===== src/rtl/lut_sweep_pkg.sv =====
// Shared types and constants for the programmable truth-table unit.
// FSM state encoding, sweep filter codes and the row filter.
package lut_pkg;

   typedef enum logic [1:0] {
      IDLE  = 2'd0,
      SWEEP = 2'd1,
      DONE  = 2'd2
   } state_t;

   localparam logic [1:0] MODE_ALL = 2'b00;
   localparam logic [1:0] MODE_MIN = 2'b01;
   localparam logic [1:0] MODE_MAX = 2'b10;

   // Mode 11 falls into the default branch and behaves like MODE_ALL.
   function automatic logic row_qualifies(input logic f, input logic [1:0] mode);
      logic q;
      case (mode)
         MODE_MIN: q = f;
         MODE_MAX: q = ~f;
         default:  q = 1'b1;
      endcase
      return q;
   endfunction

endpackage


===== src/rtl/lut_sweep_if.sv =====
// Load, eval, sweep-control and row-stream signals of lut_sweep.
// master drives the requests, slave is the unit itself.
interface lut_sweep_if #(parameter int N = 4);

   logic                  load_valid;
   logic [(1<<N)-1:0]     load_data;
   logic                  load_ready;
   logic [N-1:0]          eval_in;
   logic                  eval_out;
   logic                  start;
   logic [1:0]            mode;
   logic                  busy;
   logic                  out_valid;
   logic                  out_ready;
   logic [N-1:0]          out_index;
   logic                  out_value;
   logic                  out_last;
   logic                  done;
   logic [N:0]            count;

   modport master (
      output load_valid, load_data, eval_in, start, mode, out_ready,
      input  load_ready, eval_out, busy, out_valid, out_index, out_value,
             out_last, done, count
   );

   modport slave (
      input  load_valid, load_data, eval_in, start, mode, out_ready,
      output load_ready, eval_out, busy, out_valid, out_index, out_value,
             out_last, done, count
   );

endinterface


===== src/rtl/lut_sweep_qualify.sv =====
// Combinational row filter: does row idx qualify, and does any
// qualifying row exist above it (used to flag the last emitted row).
module lut_qualify
   import lut_pkg::*;
#(
   parameter int N = 4
) (
   input  logic [(1<<N)-1:0] tt_i,
   input  logic [1:0]        mode_i,
   input  logic [N-1:0]      idx_i,
   output logic              qual_o,
   output logic              above_o
);

   // Priority-free OR over all rows strictly above idx_i.
   always_comb begin
      qual_o  = row_qualifies(tt_i[idx_i], mode_i);
      above_o = 1'b0;
      for (int k = 0; k < (1 << N); k++) begin
         if ((k > int'(idx_i)) && row_qualifies(tt_i[k], mode_i)) begin
            above_o = 1'b1;
         end else begin
            above_o = above_o;
         end
      end
   end

endmodule


===== src/rtl/lut_sweep.sv =====
// Programmable N-input truth table with registered evaluation and a
// filtered row sweep streamed over a valid/ready output slot.
module lut_sweep
   import lut_pkg::*;
#(
   parameter int              N    = 4,
   parameter logic [(1<<N)-1:0] INIT = 16'h212F
) (
   input  logic       clk,
   input  logic       rst,
   lut_sweep_if.slave bus
);

   state_t            state_q, state_d;
   logic [(1<<N)-1:0] tt_q, tt_d;
   logic [N:0]        idx_q, idx_d;
   logic [N:0]        cnt_q, cnt_d;
   logic [N:0]        count_q, count_d;
   logic [1:0]        mode_q, mode_d;
   logic              valid_q, valid_d;
   logic [N-1:0]      index_q, index_d;
   logic              value_q, value_d;
   logic              last_q, last_d;
   logic              done_q, done_d;
   logic              busy_q, busy_d;
   logic              load_ready_q, load_ready_d;
   logic              eval_q;
   logic              qual_s, above_s, take_s, load_acc_s;

   lut_qualify #(.N(N)) u_qualify (
      .tt_i    (tt_q),
      .mode_i  (mode_q),
      .idx_i   (idx_q[N-1:0]),
      .qual_o  (qual_s),
      .above_o (above_s)
   );

   assign load_acc_s = bus.load_valid & load_ready_q;
   assign take_s     = ~valid_q | bus.out_ready;

   always_ff @(posedge clk or posedge rst) begin
      if (rst) begin
         state_q      <= IDLE;
         tt_q         <= INIT;
         idx_q        <= '0;
         cnt_q        <= '0;
         count_q      <= '0;
         mode_q       <= MODE_ALL;
         valid_q      <= 1'b0;
         index_q      <= '0;
         value_q      <= 1'b0;
         last_q       <= 1'b0;
         done_q       <= 1'b0;
         busy_q       <= 1'b0;
         load_ready_q <= 1'b0;
         eval_q       <= 1'b0;
      end else begin
         state_q      <= state_d;
         tt_q         <= tt_d;
         idx_q        <= idx_d;
         cnt_q        <= cnt_d;
         count_q      <= count_d;
         mode_q       <= mode_d;
         valid_q      <= valid_d;
         index_q      <= index_d;
         value_q      <= value_d;
         last_q       <= last_d;
         done_q       <= done_d;
         busy_q       <= busy_d;
         load_ready_q <= load_ready_d;
         // Reads the pre-load table when a load lands on the same edge.
         eval_q       <= tt_q[bus.eval_in];
      end
   end

   // idx is N+1 bits wide so it parks at 2^N once every row is scanned.
   always_comb begin
      state_d = state_q;
      tt_d    = tt_q;
      idx_d   = idx_q;
      cnt_d   = cnt_q;
      count_d = count_q;
      mode_d  = mode_q;
      valid_d = valid_q;
      index_d = index_q;
      value_d = value_q;
      last_d  = last_q;
      done_d  = 1'b0;
      case (state_q)
         IDLE: begin
            if (load_acc_s) begin
               tt_d = bus.load_data;
            end else if (bus.start) begin
               mode_d  = bus.mode;
               idx_d   = '0;
               cnt_d   = '0;
               state_d = SWEEP;
            end else begin
               state_d = IDLE;
            end
         end
         SWEEP: begin
            if (take_s) begin
               if (!idx_q[N]) begin
                  idx_d = idx_q + {{N{1'b0}}, 1'b1};
                  if (qual_s) begin
                     valid_d = 1'b1;
                     index_d = idx_q[N-1:0];
                     value_d = tt_q[idx_q[N-1:0]];
                     last_d  = ~above_s;
                     cnt_d   = cnt_q + {{N{1'b0}}, 1'b1};
                  end else begin
                     valid_d = 1'b0;
                  end
               end else begin
                  valid_d = 1'b0;
                  count_d = cnt_q;
                  done_d  = 1'b1;
                  state_d = DONE;
               end
            end else begin
               state_d = SWEEP;
            end
         end
         DONE: begin
            state_d = IDLE;
         end
         default: begin
            state_d = IDLE;
         end
      endcase
      busy_d       = (state_d != IDLE);
      load_ready_d = (state_d == IDLE);
   end

   assign bus.load_ready = load_ready_q;
   assign bus.eval_out   = eval_q;
   assign bus.busy       = busy_q;
   assign bus.out_valid  = valid_q;
   assign bus.out_index  = index_q;
   assign bus.out_value  = value_q;
   assign bus.out_last   = last_q;
   assign bus.done       = done_q;
   assign bus.count      = count_q;

endmodule


===== src/flat_wrapper.sv =====
// flat-port wrapper written by rule: the top's interface ports become plain ports
module lut_sweep_flat import lut_pkg::*;
#(
   parameter int              N    = 4,
   parameter logic [(1<<N)-1:0] INIT = 16'h212F
)
  (clk, rst, bus_load_valid, bus_load_data, bus_eval_in, bus_start, bus_mode, bus_out_ready, bus_load_ready, bus_eval_out, bus_busy, bus_out_valid, bus_out_index, bus_out_value, bus_out_last, bus_done, bus_count);
  lut_sweep_if #(.N(N)) bus_i ();
  input  logic clk;
  input  logic rst;
  input wire logic [$bits(bus_i.load_valid)-1:0] bus_load_valid;
  input wire logic [$bits(bus_i.load_data)-1:0] bus_load_data;
  input wire logic [$bits(bus_i.eval_in)-1:0] bus_eval_in;
  input wire logic [$bits(bus_i.start)-1:0] bus_start;
  input wire logic [$bits(bus_i.mode)-1:0] bus_mode;
  input wire logic [$bits(bus_i.out_ready)-1:0] bus_out_ready;
  output wire logic [$bits(bus_i.load_ready)-1:0] bus_load_ready;
  output wire logic [$bits(bus_i.eval_out)-1:0] bus_eval_out;
  output wire logic [$bits(bus_i.busy)-1:0] bus_busy;
  output wire logic [$bits(bus_i.out_valid)-1:0] bus_out_valid;
  output wire logic [$bits(bus_i.out_index)-1:0] bus_out_index;
  output wire logic [$bits(bus_i.out_value)-1:0] bus_out_value;
  output wire logic [$bits(bus_i.out_last)-1:0] bus_out_last;
  output wire logic [$bits(bus_i.done)-1:0] bus_done;
  output wire logic [$bits(bus_i.count)-1:0] bus_count;
  assign bus_i.load_valid = bus_load_valid;
  assign bus_i.load_data = bus_load_data;
  assign bus_i.eval_in = bus_eval_in;
  assign bus_i.start = bus_start;
  assign bus_i.mode = bus_mode;
  assign bus_i.out_ready = bus_out_ready;
  assign bus_load_ready = bus_i.load_ready;
  assign bus_eval_out = bus_i.eval_out;
  assign bus_busy = bus_i.busy;
  assign bus_out_valid = bus_i.out_valid;
  assign bus_out_index = bus_i.out_index;
  assign bus_out_value = bus_i.out_value;
  assign bus_out_last = bus_i.out_last;
  assign bus_done = bus_i.done;
  assign bus_count = bus_i.count;
  lut_sweep #(.N(N), .INIT(INIT)) u_core (.clk(clk), .rst(rst), .bus(bus_i));
endmodule

===== config.mk =====
export PLATFORM = sky130hd
export DESIGN_NAME = lut_sweep_flat
export DESIGN_NICKNAME = d
export VERILOG_FILES = /design/src/rtl/lut_sweep_pkg.sv /design/src/rtl/lut_sweep_if.sv /design/src/rtl/lut_sweep_qualify.sv /design/src/rtl/lut_sweep.sv /design/src/flat_wrapper.sv
export SDC_FILE = /design/constraint.sdc
export NUM_CORES = 1
export LEC_CHECK = 0
export ABC_AREA = 1
export BUFFER_PORTS_ARGS = -buffer_cell sky130_fd_sc_hd__clkbuf_2
export CAP_MARGIN = 20
export CORE_ASPECT_RATIO = 1.4
export CORE_MARGIN = 3
export CORE_UTILIZATION = 60
export DETAILED_ROUTE_END_ITERATION = 8
export PLACE_DENSITY = 0.92
export SLEW_MARGIN = 20
export SYNTH_ARGS = -nofsm -noshare
export SYNTH_HDL_FRONTEND = slang
export SYNTH_SLANG_ARGS = --single-unit

===== constraint.sdc =====
create_clock -name clk -period 4.4 [get_ports clk]
set_input_delay 0.88 -clock clk [delete_from_list [all_inputs] [get_ports clk]]
set_output_delay 0.88 -clock clk [all_outputs]
set_load 0.02 [all_outputs]

=== Word level (Yosys, flattened, before mapping) ===
Index checks and enable logic that the tools add are counted.

* Register bits after elaboration: 46
* Bits in latches: 0
* Bits in writable memories: 0
* ROM bits: 0
* Bits of input ports: 27
* Word-level logic and storage cells: 145
* Memories kept: 0

* $add $sub $neg: 2
* Multipliers: 0
* Divide/modulo/power cells: 0
* Order comparisons: 17
* Equal/unequal tests: 8
* Shifts and indexed selects: 0
* Multiplexer cells: 54
* Bitwise logic cells: 22
* Reductions and logical operators: 27

{| class="wikitable"
|+ Operators with widths
! cell !! number
|-
| 5-bit 2-to-1 mux || 7
|-
| 4-bit greater-than comparator, first input constant || 8
|-
| 1-bit one-hot mux with 2 select lines || 16
|-
| 1-bit 2-to-1 mux || 23
|-
| 1-bit NOT || 20
|-
| 5-bit one-hot mux with 2 select lines || 2
|-
| 3-bit by 4-bit greater-than comparator with 1-bit output, first input constant || 4
|-
| 1-bit logical AND || 15
|-
| 5-bit by 1-bit adder with 5-bit output, second input constant || 2
|-
| 4-bit by 5-bit < comparator with 1-bit output, second input constant || 2
|-
| 1-bit binary-select mux with 4-bit select || 2
|-
| 2-bit by 4-bit greater-than comparator with 1-bit output, first input constant || 2
|-
| 4-bit AND reduction || 2
|-
| 2-bit 2-to-1 mux || 3
|-
| 2-bit inequality test, second input constant || 3
|-
| 3-bit AND reduction || 2
|-
| 6-bit AND reduction || 1
|-
| 5-bit AND reduction || 1
|-
| 2-bit by 1-bit equality test with 1-bit output, second input constant || 2
|-
| 1-bit by 4-bit greater-than comparator with 1-bit output, first input constant || 1
|-
| 2-bit logical NOT || 2
|-
| 2-bit by 1-bit inequality test with 1-bit output, second input constant || 2
|-
| 2-bit one-hot mux with 2 select lines || 1
|-
| 2-bit AND reduction || 2
|-
| 4 further kinds || 5
|}

=== Longest topological paths before layout ===
Gate-level depths: netlist of the first run.

* Depth in word-level cells: 19
* Mapped depth: 14
* Mapped depth without buffers: 14

=== Cells and area by module ===
Synthesis of the first run repeated with hierarchy kept, for this count alone.

* Cells, all modules: 414
* Area total of the unflattened synthesis: 2857.7 um^2

{| class="wikitable"
|+ Modules (own cells, without submodules)
! module !! instances !! cells an instance !! area each (um^2) !! sequential area each (um^2)
|-
| lut_sweep || 1 || 267 || 2184.6 || 1159.9
|-
| lut_qualify || 1 || 147 || 673.1 || 0.0
|}

=== Worst setup path before layout of the first run ===
Ideal clock, no wire load.

* Path type: input -> register
* From: in bus_out_ready
* To: reg u_core.busy_q (netlist: u_core.bus.busy)
* Library setup time: 0.117 ns
* Arrival time: 1.833 ns
* Setup slack: 2.450 ns
* Stages on the path: 9
* Cell sequence: or2_2 nor2_1 inv_1 nand4_2 nor2_2 inv_2 nand2_1 nor2_1 inv_2

* Word-level cells in the longest chain between the ends: 4

{| class="wikitable"
|+ RTL lines
! item !! RTL line !! RTL
|-
| start: declaration || flat_wrapper.sv:16 || <nowiki>input wire logic [$bits(bus_i.out_ready)-1:0] bus_out_ready;</nowiki>
|-
| 1-bit OR || lut_sweep.sv:39 || <nowiki>assign take_s = ~valid_q | bus.out_ready;</nowiki>
|-
| 2-bit 2-to-1 mux || lut_sweep.sv:103 || <nowiki>if (take_s) begin</nowiki>
|-
| 2-bit one-hot mux with 2 select lines || lut_sweep.sv:89 || <nowiki>case (state_q)</nowiki>
|-
| net u_core.state_d[0] || lut_sweep.sv:14 || <nowiki>state_t state_q, state_d;</nowiki>
|-
| 2-bit nonzero test || lut_sweep.sv:132 || <nowiki>busy_d = (state_d != IDLE);</nowiki>
|-
| net u_core.busy_d || lut_sweep.sv:25 || <nowiki>logic busy_q, busy_d;</nowiki>
|-
| end signal: assignment || lut_sweep.sv:69 || <nowiki>busy_q <= busy_d;</nowiki>
|-
| end: declaration || lut_sweep.sv:25 ||
|}

The timed path passes the listed nets, and every way through them passes these cells.
A chain may end at the register's enable or synchronous reset.

=== Final worst setup path of the first run ===
* From: in bus_load_valid
* To: reg u_core.busy_q (netlist: u_core.bus.busy)

* Word-level cells in the longest chain between the ends: 4

{| class="wikitable"
|+ RTL lines
! item !! RTL line !! RTL
|-
| start: declaration || flat_wrapper.sv:11 || <nowiki>input wire logic [$bits(bus_i.load_valid)-1:0] bus_load_valid;</nowiki>
|-
| 1-bit AND || lut_sweep.sv:38 || <nowiki>assign load_acc_s = bus.load_valid & load_ready_q;</nowiki>
|-
| 2-bit 2-to-1 mux || lut_sweep.sv:91 || <nowiki>if (load_acc_s) begin</nowiki>
|-
| 2-bit one-hot mux with 2 select lines || lut_sweep.sv:89 ||
|-
| net u_core.state_d[0] || lut_sweep.sv:14 ||
|-
| 2-bit nonzero test || lut_sweep.sv:132 ||
|-
| net u_core.busy_d || lut_sweep.sv:25 ||
|}

The timed path passes the listed nets, and every way through them passes these cells.

==> run metrics, run 1 <==
Chip Width=62.0 um; max-slew violations=0; Max VDD drop=0.000392 V; count of cell types in the netlist=34; # fillers=342; antenna violations before repair=0; status=complete, no violations; vias per cell=5.29; Worst Path Arrival=2.19 ns; number of global-route vias before repair=2,227; Die H=84.5 um; Final Hold Viols=0; setup bufs post-CTS=0; Yosys top cell by area=dfrtp_1; critical path capture point=u_core.bus.busy; Critical Path Source Type=primary input; clk root buf=clkbuf_8; Routability Congestion=0.945; die area=5240 um2; Syn Area/Cell=7.51 um2; sequential share of the synthesized area=0.440; routed vias=2,384; Pwr per Cell Area=781 nW/um2; hold slack=0.475 ns; Max Buffers Root-to-Sink=2; synthesized flop and latch total=46; fin crit share=0.452; Post-DP HPWL=4.31 mm; Pre-antenna DRT Iters=5; post-CTS sizing=0; Placed Cells=443; GRT Util Overall=0.245; CP max FO=30; row cnt=27; DR iter-0 viols=132; Avg WL per Cell=12.8 um; endpoints failing setup=0; largest net degree at the start of global routing=47; FFs w/ async S/R, synth=1.00; grt total ovfl=0; RR Startpoint=u_core.idx_q[0]; cells on worst reg2reg path=12; Synth top area share=0.370; register area=1160 um2; syn_nets=384; Max-Cap Viols=0; Setup TNS=0 ns; P&R area growth vs syn=12.3%; Worst EP required=4.60 ns; # DRC=0; first-pass GRT wire length=9.84 mm; achievable clock frequency=503 MHz; unrepaired setup endpoints after global routing=no; clock slew at reported path FFs=0.09 ns; Worst R2R Setup Slack=2.42 ns; EDFF count, synth=0; Pleak=1.51 nW; Final Power=2.31 mW; Max-slew headroom=0.631; H-tree Lvls=2; CP Class=primary input to flop; r2r endpoint=u_core.bus.out_last; footprint of the multi-input gates=1270 um2; Worst-Skew Late Latency=0.30 ns; total core area=4090 um2; CTS tree=built; antenna-violating nets left=0; Worst Setup SP=bus_load_valid; prevailing post-synth register cell=dfrtp_1; Clock Skews=0.00796 ns; cell area after synthesis=2640 um2; nets@finish=425; Area contributors post-synth=dfrtp_1, nand2_1, o21ai_0, dfstp_2, inv_1; Initial Utilization=0.645; fin cells=451; ant diodes=0; Port Buffers=42; Crit. End Element=flop; CTS sink count=46; io pins=43; hold buffers post-CTS=0; layout cell share with drive strength beyond 1=0.234; Mapped Cells=351; measured slew at the worst slew-check pin=0.553 ns; synthesis warning total=0; cts bufs inserted=5; Period minus WS final=1.99 ns; HP Class=flop to flop; Post-Route WL=5.78 mm
[flip-flops by register name, summed over array words and instances, names as in the netlist, 2 cells and up]
name                  flops
u_core.cnt_q              5
u_core.idx_q              5
u_core.bus.out_index      4
u_core.bus.count          5
u_core.tt_q              16
u_core.mode_q             2
u_core.state_q            2
[worst min path at each step]
| stage | startpoint | end | slack [ns] | cells past startpoint |
|---|---|---|---|---|
| final | u_core.bus.count[1] | u_core.bus.count[1] | 0.48 | 2 |
| after global routing | u_core.bus.count[1] | u_core.bus.count[1] | 0.51 | 2 |
| after CTS | u_core.bus.count[2] | u_core.bus.count[2] | 0.48 | 2 |
| after detailed placement | u_core.bus.count[2] | u_core.bus.count[2] | 0.46 | 2 |
| after global placement | u_core.bus.count[3] | u_core.bus.count[3] | 0.45 | 2 |
| after floorplan | u_core.tt_q[5] | u_core.tt_q[5] | 0.46 | 2 |
[per-stage QoR]
stage	cell area, um2	util	setup slack [ns]
detailed placement	2880	0.704	2.10
floorplan	2640	-	2.44
CTS	2960	0.725	2.41
global route	2960	0.725	2.21
global placement	2880	0.704	2.18
finish	2960	0.725	2.41
[placed cells by master, fill, tap and decap left out]
| cell | n |
|---|---|
| buf_4 | 2 |
| nor3_1 | 2 |
| o21ai_2 | 6 |
| or2_2 | 2 |
| clkinv_1 | 2 |
| dfrtp_1 | 39 |
| o211ai_1 | 2 |
| clkbuf_2 | 42 |
| nand2_4 | 1 |
| nand3_2 | 1 |
| nor2_1 | 28 |
| clkinv_4 | 1 |
| o22ai_1 | 2 |
| ha_1 | 6 |
| o21ai_0 | 37 |
| nand3_4 | 1 |
| o21ai_1 | 4 |
| nand4_2 | 1 |
| nor3_2 | 1 |
| nand2_1 | 107 |
| a21oi_1 | 13 |
| o221ai_1 | 1 |
| nor2_2 | 6 |
| nand3_1 | 16 |
| nand4_1 | 2 |
| xor2_1 | 2 |
| o31ai_1 | 1 |
| clkbuf_1 | 1 |
| clkinv_2 | 1 |
| inv_2 | 5 |
| a21boi_0 | 1 |
| inv_1 | 33 |
| clkbuf_8 | 5 |
| nand2_2 | 10 |
| xnor2_1 | 1 |
| mux2i_1 | 1 |
| dfstp_2 | 7 |
[critical path: stages]
cell      delay [ns]
clkbuf_2        0.08
nand2_1         0.06
nor3_2          0.10
buf_4           0.28
inv_1           0.13
nand4_2         0.15
nor2_2          0.09
inv_2           0.13
nand2_1         0.10
nor2_1          0.16
inv_2           0.04
[layer usage]
metal,up-vias,global-route usage,share of wire
met5,-,0,0
met4,0,0.120,0.044
met3,26,0.0462,0.057
met2,96,0.393,0.50
met1,1065,0.303,0.40
li1,1197,-,-
[report_power, final]
part	total, mW	leakage [nW]	internal (mW)	switching (mW)
clock	0.255	0.0452	0.112	0.143
sequential	0.810	0.559	0.632	0.178
combinational	1.25	0.906	0.421	0.827
total	2.31	1.51	1.17	1.15
[final cells by class]
cell class / instances / area share
inverter: 40 / 0.0507
tap: 58 / 0.0245
clock buffer: 6 / 0.0245
sequential: 46 / 0.391
timing repair buffer: 44 / 0.0760
multi-input combinational: 255 / 0.428
clock inverter: 2 / 0.00465
[cell usage after synthesis, types with 3 or more instances]
master	number
clkbuf_1	6
dfstp_2	7
nor2_1	28
nand2_1	107
nand2_2	10
a21oi_1	13
o21ai_0	37
o21ai_2	6
inv_2	5
ha_1	6
nor3_1	3
o21ai_1	4
nand3_1	16
nor2_2	6
dfrtp_1	39
inv_1	34
[kinds of logic after synthesis]
family	Yosys count	synth area share
xor+xnor	3	0.00996
mux	1	0.00380
simple gates	178	0.295
fa+ha+maj	6	0.0285
buf+inv	50	0.0811
compound gates	67	0.142
flops	46	0.440
(Power assumes the default switching activity.)
==> run 2: changes to the inputs <==
- ABC_AREA: 1 -> 0
- CORE_UTILIZATION: 60 -> 56
- PLACE_DENSITY: 0.92 -> 0.88
- clock period: 4.4 -> 1.9 ns (I/O delays scaled with it)
==> run 2 against run 1 <==
  * The flow now finishes with violations (negative setup slack)
  * Largest power group unchanged
  * Utilization rose by 1.9 points
  * Largest cell class unchanged
  * Cell count fell by 21%
  * Clock skew increased by 0.0018 ns
==> run metrics, run 2 <==
status=finished, violations left (was complete, no violations); failing checks=negative setup slack; Synth top area share=0.385 (was 0.370); Setup TNS=-5.11 ns (was 0 ns); sequential share of the synthesized area=0.458 (was 0.440); most frequent cells in the layout=clkbuf_2, dfrtp_1, buf_4 (was nand2_1, clkbuf_2, dfrtp_1); total core area=4310 um2 (was 4090 um2); max-slew violations=0 (unchanged); max reg flops=16 (unchanged); antenna violations before repair=0 (unchanged); CP max FO=5 (was 30); Max-Cap Viols=0 (unchanged); Clock Skews=0.00979 ns (was 0.00796 ns); register area=1160 um2 (about the same); Pwr per Cell Area=1900 nW/um2 (was 781 nW/um2); unrepaired setup endpoints after global routing=yes (was no); Post-Route WL=6.61 mm (was 5.78 mm); footprint of the multi-input gates=1330 um2 (was 1270 um2); vias per cell=5.92 (was 5.29); # fillers=310 (was 342); Period minus WS final=2.37 ns; number of global-route vias before repair=2,162 (was 2,227); die area=5380 um2 (was 5240 um2); row cnt=28 (was 27); fin crit share=1.25; Avg WL per Cell=18.6 um (was 12.8 um); achievable clock frequency=421 MHz; Worst Path Arrival=2.57 ns (was 2.19 ns); grt total ovfl=0 (unchanged); CTS sink count=46 (unchanged); Crit. End Element=flop (unchanged); hold buffers post-CTS=0 (unchanged); Routability Congestion=0.912 (was 0.945); clk root buf=clkbuf_8 (unchanged); worst setup margin=-0.473 ns (was 2.41 ns); Pleak=1.52 nW (was 1.51 nW); endpoints failing setup=12 (was 0); Area contributors post-synth=dfrtp_1, mux2_2, dfstp_2, mux4_2, mux4_1 (was dfrtp_1, nand2_1, o21ai_0, dfstp_2, inv_1); largest net degree at the start of global routing=47 (unchanged); Final Hold Viols=0 (unchanged); most frequent cell after synthesis=dfrtp_1 (was nand2_1); setup bufs post-CTS=0 (unchanged); DR iter-0 viols=136 (was 132); syn_nets=250 (was 384); Pre-antenna DRT Iters=4 (was 5); synthesis warning total=0 (unchanged); Port Buffers=42 (unchanged); # DRC=0 (unchanged); antenna-violating nets left=0 (unchanged); Max Buffers Root-to-Sink=2 (unchanged); GRT Util Overall=0.258 (was 0.245); H-tree Lvls=2 (unchanged); Worst EP required=2.09 ns (was 4.60 ns); Critical Path Source Type=flop (was primary input); cell area after synthesis=2530 um2 (was 2640 um2); Chip Width=62.8 um (was 62.0 um); P&R area growth vs syn=26.6% (was 12.3%); Max VDD drop=0.00127 V (was 0.000392 V); CTS tree=built (unchanged); prevailing post-synth register cell=dfrtp_1 (unchanged); EDFF count, synth=0 (unchanged); layout cell share with drive strength beyond 1=0.497 (was 0.234); cts bufs inserted=5 (unchanged); Syn Area/Cell=11.7 um2 (was 7.51 um2); ant diodes=0 (unchanged); FFs w/ async S/R, synth=1.00 (unchanged); Post-DP HPWL=4.84 mm (was 4.31 mm); io pins=43 (unchanged); Yosys top cell by area=dfrtp_1 (unchanged); Worst-Skew Late Latency=0.30 ns (about the same); clock slew at reported path FFs=0.09 ns (about the same); Initial Utilization=0.588 (was 0.645); count of cell types in the netlist=47 (was 34); final core area utilization=0.744 (was 0.725); most common cell after layout, fill and taps aside=clkbuf_2 (was nand2_1); routed vias=2,109 (was 2,384); synthesized flop and latch total=46 (unchanged); CP Class=flop to flop (was primary input to flop); nets@finish=328 (was 425); largest register by flop count=u_core.tt_q (unchanged); first-pass GRT wire length=10.6 mm (was 9.84 mm); Mapped Cells=217 (was 351); Max-slew headroom=0.623 (was 0.631); HP Class=primary input to asynchronous set/reset pin (was flop to flop); Die H=85.6 um (was 84.5 um); measured slew at the worst slew-check pin=0.565 ns (was 0.553 ns); most frequent cells after synthesis=dfrtp_1, mux2_2, nand2_1 (was nand2_1, dfrtp_1, o21ai_0)
==> run 2: cell count changes after synthesis, moves of 6 or more <==
cell,delta
o21ai_0,-26
nand2_2,-10
nor2_2,-6
inv_1,-21
nand3_1,-14
o21ai_2,-6
nand2_1,-90
mux2_2,+22
mux4_2,+7
nor2_1,-18
==> run 2: critical path: stages, from the launching register on <==
cell     delay (ns)
dfrtp_2        0.43
mux4_2         0.53
mux4_2         0.55
mux2i_4        0.29
buf_6          0.17
a31oi_4        0.07
a31o_2         0.21
==> run 2: final timing paths <==
| kind | start | endpoint | slack (ns) | cells past startpoint |
|---|---|---|---|---|
| worst max-delay path | u_core.idx_q[0] | u_core.cnt_q[2] | -0.47 | 6 |
| worst min-delay path | rst | u_core.bus.out_valid | 0.19 | 3 |
| worst max register to register | u_core.idx_q[0] | u_core.cnt_q[2] | -0.47 | 6 |
| worst min register to register | u_core.bus.out_valid | u_core.bus.out_valid | 0.50 | 2 |
| max in group asynchronous | rst | u_core.idx_q[0] | 1.30 | 3 |
| min in group clk | bus_load_data[8] | u_core.tt_q[8] | 0.28 | 3 |
==> run 2: what timing repair did <==
action | in CTS | in global routing
gates resized for setup | 2 | 4
setup endpoints to repair | 12 | 13
pin swaps | 2 | 2
==> run 2: final cells by class <==
type / instances / area share
clock inverters: 2 / 0.00390
repair buffers: 80 / 0.156
multi-input cells: 149 / 0.414
well taps: 60 / 0.0234
inverters: 13 / 0.0152
clock buffers: 6 / 0.0258
flip-flops and latches: 46 / 0.362
==> run 2: where the power goes <==
group	switching (mW)	leakage [nW]	total (mW)	internal [mW]
Combinational	1.81	0.906	3.67	1.86
Sequential	0.343	0.563	1.80	1.46
Clock	0.325	0.0472	0.617	0.292
==> run 2: stage by stage <==
step	instances	setup slack, ns	hold slack, ns	power, mW	area, um2
floorplan	217	-0.376	0.479	3.95	2520
global placement	348	-0.369	0.471	5.11	3070
detailed placement	348	-0.441	0.482	5.29	3070
CTS	356	-0.472	0.212	5.96	3180
global route	356	-0.556	0.231	6.46	3210
finish	356	-0.473	0.193	6.09	3210
==> run 2: metal layers <==
metal / GRT usage / wire (um) / up-vias
met3: 0.0485 / 345 / 16
met4: 0.0843 / 190 / 0
met2: 0.480 / 3590 / 88
met1: 0.298 / 2490 / 1049
li1: - / - / 956
met5: 0 / 0 / -
==> run 2: cell families (layout without fill, tap and decap cells) <==
family / Yosys count / in the layout / share of synthesized area
fa+ha+maj: 6 / 6 / 0.0296
compound gates: 45 / 45 / 0.120
mux: 41 / 41 / 0.242
simple gates: 56 / 56 / 0.115
buf+inv: 22 / 101 / 0.0326
flops: 46 / 46 / 0.458
xor+xnor: 1 / 1 / 0.00346
==> run 3: changes to the inputs <==
- clock period: 1.9 -> 2.3 ns (I/O delays scaled with it)
==> run 3 against run 2 <==
  * The run ends with design-rule violations, negative setup slack left
  * Fmax shrank 0.28%
  * Sequential cell count is the same
  * Register-to-register slack improved by 0.39 ns
  * First-iteration DRC count is 20% higher
  * Power down 21%
  * Non-clock buffer count is 12 lower
  * Via count shrank 0.76%
  * Cell count is 3.4% lower
  * Utilization fell by 2.5 points
  * Clock power shrank 18%
  * Combinational power is 23% lower
  * Critical path type unchanged
  * Critical endpoint is now u_core.bus.out_index[3]
==> run metrics, run 3 (synthesis gave the netlist of run 2 again) <==
Worst Path Arrival=2.57 ns (about the same); P&R area growth vs syn=22.4% (was 26.6%); sw frac=0.409 (was 0.407); Max VDD drop=0.000786 V (was 0.00127 V); Max-Cap Viols=0 (unchanged); number of global-route vias before repair=2,211 (was 2,162); measured slew at the worst slew-check pin=0.790 ns (was 0.565 ns); clock slew at reported path FFs=0.09 ns (about the same); worst setup margin=-0.0799 ns (was -0.473 ns); ant diodes=0 (unchanged); most common cell after layout, fill and taps aside=clkbuf_2 (unchanged); HP Class=primary input to asynchronous set/reset pin (unchanged); Worst-Skew Late Latency=0.30 ns (about the same); largest net degree at the start of global routing=27 (was 47); Final Hold Viols=0 (unchanged); Worst EP required=2.49 ns (was 2.09 ns); # DRC=2 (was 0); io pins=43 (unchanged); combinational share of power=0.586 (was 0.603); Post-DP HPWL=4.71 mm (was 4.84 mm); cts bufs inserted=5 (unchanged); setup bufs post-CTS=0 (unchanged); unrepaired setup endpoints after global routing=yes (unchanged); failing checks=design-rule violations, negative setup slack (was negative setup slack); final core area utilization=0.719 (was 0.744); clk root buf=clkbuf_8 (unchanged); internal power=2.85 mW (was 3.61 mW); Port Buffers=42 (unchanged); # fillers=324 (was 310); Max Buffers Root-to-Sink=2 (unchanged); Crit. End Element=flop (unchanged); CP Class=flop to flop (unchanged); cells on worst reg2reg path=5 (was 6); fin cells=344 (was 356); Pre-antenna DRT Iters=7 (was 4); Critical Path Source Type=flop (unchanged); Placed Cells=336 (was 348); endpoints failing setup=10 (was 12); routed vias=2,093 (was 2,109); Chip Width=62.8 um (unchanged); GRT Util Overall=0.257 (was 0.258); row cnt=28 (unchanged); register area=1160 um2 (unchanged); grt total ovfl=0 (unchanged); Routability Congestion=0.931 (was 0.912); most frequent cells in the layout=clkbuf_2, dfrtp_1, buf_4 (unchanged); Avg WL per Cell=18.1 um (was 18.6 um); CTS tree=built (unchanged); largest register by flop count=u_core.tt_q (unchanged); Pleak=1.46 nW (was 1.52 nW); layout cell share with drive strength beyond 1=0.468 (was 0.497); Die H=85.6 um (unchanged); antenna-violating nets left=0 (unchanged); Flop pwr share=0.309 (was 0.296); max-slew violations=0 (unchanged); Max-slew headroom=0.469 (was 0.623); total core area=4310 um2 (unchanged); net switching power=1.97 mW (was 2.48 mW); Initial Utilization=0.588 (unchanged); status=finished, violations left (unchanged); Clock power frac=0.105 (was 0.101); Period minus WS final=2.38 ns (was 2.37 ns); die area=5380 um2 (unchanged); Pwr per Cell Area=1560 nW/um2 (was 1900 nW/um2); fin crit share=1.03 (was 1.25); Post-Route WL=6.24 mm (was 6.61 mm); H-tree Lvls=2 (unchanged); max reg flops=16 (unchanged); vias per cell=6.08 (was 5.92); Clock Skews=0.0107 ns (was 0.00979 ns); CP max FO=6 (was 5); Final Power=4.83 mW (was 6.09 mW); nets@finish=316 (was 328); footprint of the multi-input gates=1300 um2 (was 1330 um2); DR iter-0 viols=163 (was 136); CTS sink count=46 (unchanged); achievable clock frequency=420 MHz (was 421 MHz); antenna violations before repair=0 (unchanged); first-pass GRT wire length=10.7 mm (was 10.6 mm)
run 3: what timing repair did:
action                     CTS  global route
gates resized for setup      0             3
pin swaps                    1             0
gates cloned                 0             0
setup endpoints to repair    8            11
hold buffers                 0             0
run 3: stage by stage:
| step | setup WS, ns | setup TNS, ns | hold slack [ns] | instance area [um2] |
|---|---|---|---|---|
| 2_1_floorplan | 0.0235 | 0 | 0.479 | 2520 |
| 3_3_place_gp | 0.0449 | 0 | 0.475 | 3000 |
| 3_5_place_dp | -0.0564 | -0.240 | 0.498 | 3000 |
| 4_1_cts | -0.0681 | -0.355 | 0.216 | 3090 |
| 5_1_grt | -0.138 | -1.19 | 0.224 | 3100 |
| 6_report | -0.0799 | -0.473 | 0.198 | 3100 |
run 3: power by group through the flow:
stage	logic, mW	clock network (mW)	registers (mW)
after detailed placement	2.74	0	1.49
after global routing	3.06	0.553	1.54
final	2.83	0.506	1.49
after CTS	2.77	0.509	1.48
after floorplan	1.68	0	1.58
after global placement	2.60	0	1.48
run 3: final timing paths:
check,from,slack (ns),end
setup / recovery,u_core.idx_q[1],-0.08,u_core.bus.out_index[3]
hold / removal,rst,0.20,u_core.cnt_q[0]
setup reg to reg,u_core.idx_q[1],-0.08,u_core.bus.out_index[3]
hold reg to reg,u_core.bus.count[2],0.51,u_core.bus.count[2]
max in group asynchronous,rst,1.52,u_core.tt_q[13]
min in group clk,bus_load_data[8],0.35,u_core.tt_q[8]
run 3: per-layer routing:
| layer | track usage | vias to the layer above | wire [um] |
|---|---|---|---|
| li1 | - | 932 | - |
| met5 | 0 | - | 0 |
| met3 | 0.0498 | 23 | 284 |
| met1 | 0.299 | 1052 | 2380 |
| met4 | 0.116 | 0 | 214 |
| met2 | 0.459 | 86 | 3360 |
run 3: worst max-delay path, stage by stage, from the launching register on:
cell and delay, ns:
dfrtp_1 0.43, mux4_2 0.55, mux4_2 0.54, mux2i_4 0.29, nand2_4 0.14, mux2_4 0.32
run 3: layout make-up:
type,count,share of cell area
multi-input combinational,149,0.420
sequential,46,0.375
timing repair buffer,68,0.136
clock buffer,7,0.0279
tap,60,0.0242
inverter,13,0.0157
clock inverter,1,0.00161
